`src/rtl/regfile_read_stage.sv`:
```
// Purpose: architectural register file with two bypassed read ports feeding the ID/EX register.
// Latency: operands are read combinationally and registered into ID/EX at the next rising edge.
// Backpressure: id_stall holds decode on a load-use hazard; one bubble enters execute; flush squashes.
//
// Ports:
//   clk, rst                               clock (rising edge), asynchronous active-high reset
//   wb_regwrite, wb_rd, wb_data            writeback write port
//   id_valid, id_rs1, id_rs2, id_rd,
//   id_regwrite, id_memread                decode slot instruction fields
//   flush                                  squash the instruction entering execute
//   id_stall                               combinational hold request to decode/fetch
//   ex_valid, ex_rs1_data, ex_rs2_data,
//   ex_rd, ex_regwrite, ex_memread         ID/EX pipeline register outputs
//   stall_count                            saturating count of stall cycles
module regfile_read_stage #(
    parameter int d_size = 32,
    parameter int r_size = 5,
    parameter int n_regs = 32,
    parameter int c_size = 16
) (
    input  logic              clk,
    input  logic              rst,
    input  logic              wb_regwrite,
    input  logic [r_size-1:0] wb_rd,
    input  logic [d_size-1:0] wb_data,
    input  logic              id_valid,
    input  logic [r_size-1:0] id_rs1,
    input  logic [r_size-1:0] id_rs2,
    input  logic [r_size-1:0] id_rd,
    input  logic              id_regwrite,
    input  logic              id_memread,
    input  logic              flush,
    output logic              id_stall,
    output logic              ex_valid,
    output logic [d_size-1:0] ex_rs1_data,
    output logic [d_size-1:0] ex_rs2_data,
    output logic [r_size-1:0] ex_rd,
    output logic              ex_regwrite,
    output logic              ex_memread,
    output logic [c_size-1:0] stall_count
);

    // Architectural register file; entry 0 is never written so it stays zero.
    logic [d_size-1:0] regs_q [n_regs];

    // ID/EX pipeline register
    logic              ex_valid_q,    ex_valid_d;
    logic              ex_regwrite_q, ex_regwrite_d;
    logic              ex_memread_q,  ex_memread_d;
    logic [r_size-1:0] ex_rd_q,       ex_rd_d;
    logic [d_size-1:0] ex_rs1_q,      ex_rs1_d;
    logic [d_size-1:0] ex_rs2_q,      ex_rs2_d;

    logic [c_size-1:0] stall_cnt_q,   stall_cnt_d;

    logic              wb_wr_en;
    logic [d_size-1:0] rs1_val;
    logic [d_size-1:0] rs2_val;
    logic              hazard;

    assign wb_wr_en = wb_regwrite && (wb_rd != '0);

    // Register file write port
    always_ff @(posedge clk or posedge rst) begin
        if (rst) begin
            for (int i = 0; i < n_regs; i++) begin
                regs_q[i] <= '0;
            end
        end else if (wb_wr_en) begin
            regs_q[wb_rd] <= wb_data;
        end
    end

    // Operand read with same-cycle writeback bypass; x0 always reads zero,
    // even if writeback targets it in this cycle.
    always_comb begin
        rs1_val = regs_q[id_rs1];
        if (id_rs1 == '0) begin
            rs1_val = '0;
        end else if (wb_regwrite && (wb_rd == id_rs1)) begin
            rs1_val = wb_data;
        end

        rs2_val = regs_q[id_rs2];
        if (id_rs2 == '0) begin
            rs2_val = '0;
        end else if (wb_regwrite && (wb_rd == id_rs2)) begin
            rs2_val = wb_data;
        end
    end

    // Load-use hazard: both sources compared whether or not the instruction
    // actually uses them, so a false stall is possible but a missed one is not.
    assign hazard = id_valid && ex_valid_q && ex_memread_q && ex_regwrite_q &&
                    (ex_rd_q != '0) &&
                    ((ex_rd_q == id_rs1) || (ex_rd_q == id_rs2));
    assign id_stall = hazard;

    // ID/EX next state: flush beats stall, both insert a bubble and hold data fields.
    always_comb begin
        ex_valid_d    = ex_valid_q;
        ex_regwrite_d = ex_regwrite_q;
        ex_memread_d  = ex_memread_q;
        ex_rd_d       = ex_rd_q;
        ex_rs1_d      = ex_rs1_q;
        ex_rs2_d      = ex_rs2_q;
        if (flush || hazard) begin
            ex_valid_d    = 1'b0;
            ex_regwrite_d = 1'b0;
            ex_memread_d  = 1'b0;
        end else begin
            ex_valid_d    = id_valid;
            ex_regwrite_d = id_regwrite && id_valid;
            ex_memread_d  = id_memread && id_valid;
            ex_rd_d       = id_rd;
            ex_rs1_d      = rs1_val;
            ex_rs2_d      = rs2_val;
        end
    end

    // Stall counter only counts stalls that actually took effect (not flushed),
    // and sticks at all-ones.
    always_comb begin
        stall_cnt_d = stall_cnt_q;
        if (hazard && !flush && (stall_cnt_q != '1)) begin
            stall_cnt_d = stall_cnt_q + {{(c_size-1){1'b0}}, 1'b1};
        end
    end

    always_ff @(posedge clk or posedge rst) begin
        if (rst) begin
            ex_valid_q    <= 1'b0;
            ex_regwrite_q <= 1'b0;
            ex_memread_q  <= 1'b0;
            ex_rd_q       <= '0;
            ex_rs1_q      <= '0;
            ex_rs2_q      <= '0;
            stall_cnt_q   <= '0;
        end else begin
            ex_valid_q    <= ex_valid_d;
            ex_regwrite_q <= ex_regwrite_d;
            ex_memread_q  <= ex_memread_d;
            ex_rd_q       <= ex_rd_d;
            ex_rs1_q      <= ex_rs1_d;
            ex_rs2_q      <= ex_rs2_d;
            stall_cnt_q   <= stall_cnt_d;
        end
    end

    assign ex_valid    = ex_valid_q;
    assign ex_regwrite = ex_regwrite_q;
    assign ex_memread  = ex_memread_q;
    assign ex_rd       = ex_rd_q;
    assign ex_rs1_data = ex_rs1_q;
    assign ex_rs2_data = ex_rs2_q;
    assign stall_count = stall_cnt_q;

endmodule

```
`config.mk`:
```
export PLATFORM = sky130hd
export DESIGN_NAME = regfile_read_stage
export DESIGN_NICKNAME = d
export VERILOG_FILES = /design/src/rtl/regfile_read_stage.sv
export SDC_FILE = /design/constraint.sdc
export NUM_CORES = 2
export LEC_CHECK = 0
export BUFFER_PORTS_ARGS = -buffer_cell sky130_fd_sc_hd__buf_4
export CORE_ASPECT_RATIO = 0.9
export CORE_UTILIZATION = 50
export CTS_BUF_LIST = sky130_fd_sc_hd__clkbuf_4
export CTS_CLUSTER_DIAMETER = 200
export DETAILED_ROUTE_END_ITERATION = 12
export PLACE_DENSITY_LB_ADDON = 0.12
export SYNTH_ARGS = -nofsm -noshare
export SYNTH_HDL_FRONTEND = slang
export SYNTH_SLANG_ARGS = --single-unit
```
`constraint.sdc`:
```
create_clock -name clk -period 117.8 [get_ports clk]
set_input_delay 23.56 -clock clk [delete_from_list [all_inputs] [get_ports clk]]
set_output_delay 23.56 -clock clk [all_outputs]
set_load 0.005 [all_outputs]
```
==> results.sh <==
export IMPL_post_cts_buffers=0
export IMPL_synthTopCellsByArea="dfrtp_1 49%, mux2_2 20%, mux4_2 18%, mux2i_1 2.3%, o22ai_1 1.8%"
export IMPL_fillers=9174
export IMPL_crit_cells=6
export IMPL_slowest_delay_ns=0.65
export IMPL_reg2reg_depth=6
export IMPL_drtPass1Iterations=7
export IMPL_dieArea_sq_um=115200
export IMPL_layout_cells_non_filler=5574
export IMPL_layout_nets=3934
export IMPL_wire_per_inst_um=35.14
export IMPL_finClkSkew_ns=0.05957
export IMPL_reg2reg_slack_ns=114.14
export IMPL_grt_remaining_overflow=0
export IMPL_synth_top_area_share_pct=48.87
export IMPL_required_ns=94.24
export IMPL_grt_pass1_wl_um=284600
export IMPL_hold_violations=0
export IMPL_peakVddDrop_mv=0.01170
export IMPL_synth_commonest_cells="1112 x dfrtp_1, 998 x mux2_2, 448 x mux4_2"
export IMPL_vias_per_cell=6.973
export IMPL_rr_startpoint="ex_rd[1]"
export IMPL_cts_buffers=316
export IMPL_cts_tree="built"
export IMPL_syn_cell_area_sq_um=56940
export IMPL_hpwl_um=99340
export IMPL_postPlaceCellArea_sq_um=58940
export IMPL_fp_dieH_um=322.2
export IMPL_power_mw=1.065
export IMPL_setup_tns_ns=0
export IMPL_drc=0
export IMPL_critPathTopFamily="buffers and inverters"
export IMPL_routed_wl_um=195800
export IMPL_crit_path_end="id_stall"
export IMPL_period_needed_ns=49.00
export IMPL_path_clk_slew_ns=0.06
export IMPL_power_leakage_nw=27.41
export IMPL_final_core_util_pct=55.56
export IMPL_layout_worst_path_cycle_share_pct=41.60
export IMPL_grt_max_degree=117
export IMPL_hold_slack_ns=0.3958
export IMPL_worst_r2r_endpoint="ex_rs2_data[23]"
export IMPL_die_w_um=357.7
export IMPL_via_count=38870
export IMPL_yosysWarnings=0
export IMPL_hold_buffers=0
export IMPL_synth_top_flop_cell="dfrtp_1"
export IMPL_cp_max_fo=79
export IMPL_drv_slew=0
export IMPL_crit_type="in2out"
export IMPL_slew_headroom_pct=16.30
export IMPL_setup_violations=0
export IMPL_setup_ws_ns=68.80
export IMPL_yosys_register_bits=1112
export IMPL_cts_sinks=1112
export IMPL_ant_nets=0
export IMPL_drv_cap=0
export IMPL_synthArstFlopShare_pct=100.0
export IMPL_syn_inst=3757
export IMPL_antenna_found_initial=6
export IMPL_pwr_density_cell_nw_per_um2=16.96
export IMPL_crit_buf_inv=2
export IMPL_synth_top_area_cell="dfrtp_1"
export IMPL_hold_path_class="reg2reg"
export IMPL_crit_path_end_kind="primary output"
export IMPL_outcome="completed"
export IMPL_fmax_mhz=20.41
export IMPL_synth_edf_count=0
export IMPL_worstPathArrival_ns=25.44
export IMPL_startpoint="id_rs1[2]"
export IMPL_cts_resized=0
export IMPL_worst_pin_slew_ns=1.254
export IMPL_ys_seq_area_share_pct=48.87
export IMPL_grt_use_total_pct=34.49
export IMPL_avgSynthCellArea_sq_um=15.16
export IMPL_slowest_stage="buf_8"
export IMPL_synthDistinctLibCells=53
export IMPL_htreeDepth=5
export IMPL_first_iter_violations=4437
export IMPL_grt_pass1_vias=40890
export IMPL_rows=117
export IMPL_synth_nets=3817
export IMPL_coreArea_sq_um=113000
export IMPL_initial_core_util_pct=50.39
export IMPL_yosysMostFrequentCell="dfrtp_1"
export IMPL_final_cell_area_sq_um=62790
export IMPL_areaGrowthSynthToFinish_pct=10.27
export IMPL_rsz0062_at_grt="no"
export IMPL_worstPathCellList="buf_8 -> xor2_1 -> nor3_1 -> a22oi_2 -> nor2_2 -> buf_4"
export IMPL_pre_cts_ws_ns=68.81
export IMPL_ioPinCount=148
export IMPL_drive_gt1_share_pct=54.44
export IMPL_cts_buffer_depth=4
export IMPL_clock_latency_ns=1.26
export IMPL_cts_root_buf="clkbuf_4"
export IMPL_worstSetupStartpointType="input port"
export IMPL_place_port_buffers=147
export IMPL_place_inst=5043
export IMPL_place_congestion=0.8307
==> routing by layer <==
layer,part of all wire [%],track usage (%),vias up
met5,0.010,0,-
met4,3.9,14.18,4
met3,9.1,9.064,505
met2,45,51.40,2160
met1,41,48.16,21080
li1,-,-,15120
==> cells in the final DEF (no fill, tap or decap), types with 5 or more instances in the layout <==
cell type / Yosys / final
a2111oi_1: 16 / 16
a211oi_1: 62 / 62
a21oi_1: 17 / 17
a221o_1: 64 / 64
a22o_1: 32 / 32
a22oi_1: 32 / 32
and2_0: 27 / 27
and2_1: 7 / 6
and3_1: 6 / 6
buf_4: 19 / 225
clkbuf_4: 0 / 467
clkinv_1: 0 / 40
clkinv_2: 0 / 7
dfrtp_1: 1112 / 1112
diode_2: 0 / 7
inv_2: 0 / 6
mux2_2: 998 / 998
mux2i_1: 128 / 128
mux4_2: 448 / 448
nand2_1: 23 / 5
nand2_2: 0 / 17
nand3_1: 8 / 7
nand3b_1: 8 / 8
nand4_1: 7 / 7
nor2_1: 26 / 9
nor2_4: 0 / 17
nor3_1: 5 / 5
nor4_1: 34 / 34
o221ai_1: 32 / 32
o22ai_1: 160 / 160
xnor2_1: 13 / 13
xor2_1: 22 / 22
==> worst min path at each step <==
stage / start / endpoint / slack (ns) / cells past startpoint
finish: regs_q[1014] / regs_q[1014] / 0.40 / 0
global route: regs_q[1004] / regs_q[1004] / 0.41 / 0
CTS: regs_q[996] / regs_q[996] / 0.40 / 0
detailed placement: regs_q[996] / regs_q[996] / 0.38 / 0
global placement: regs_q[1006] / regs_q[1006] / 0.38 / 0
floorplan: regs_q[1000] / regs_q[1000] / 0.44 / 1
==> power by group <==
group	switching (mW)	internal, mW
logic	0.0825	0.123
registers	0.0535	0.453
clock network	0.165	0.188
total	0.301	0.764
==> cells by family after synthesis <==
kind of cell             after synthesis  synth area share, %
multiplexers                        1574                39.71
AO/OA/AOI/OAI                        422                5.673
adder cells (fa/ha/maj)                1              0.02197
buffers and inverters                435                3.360
AND/OR/NAND/NOR                      178                1.833
flip-flops                          1112                48.87
XOR/XNOR                              35               0.5383
==> state kept, by name (all words and copies together) (netlist names) <==
signal	cells
ex_memread	1
ex_rd	5
ex_regwrite	1
ex_rs1_data	32
ex_rs2_data	32
ex_valid	1
regs_q	1024
stall_count	16
==> worst register-to-register path, cell delays in order (launching register included) <==
cell     delay (ns)
dfrtp_1        0.45
or4_1          0.61
o21ai_4        0.29
nor2_2         0.16
nor3b_4        1.06
buf_4          0.71
a221o_1        0.30
==> layout make-up <==
type / count / area [sq um] / area share [%]
Antenna cell: 7 / 17.52 / 0.02790
Clock inverter: 57 / 327.8 / 0.5221
Inverter: 2 / 15.01 / 0.02391
Tap cell: 1487 / 1861 / 2.963
Sequential cell: 1112 / 27830 / 44.32
Timing Repair Buffer: 232 / 1800 / 2.868
Multi-Input combinational cell: 2210 / 27430 / 43.69
Clock buffer: 467 / 3506 / 5.584
(Power assumes the default switching activity.)
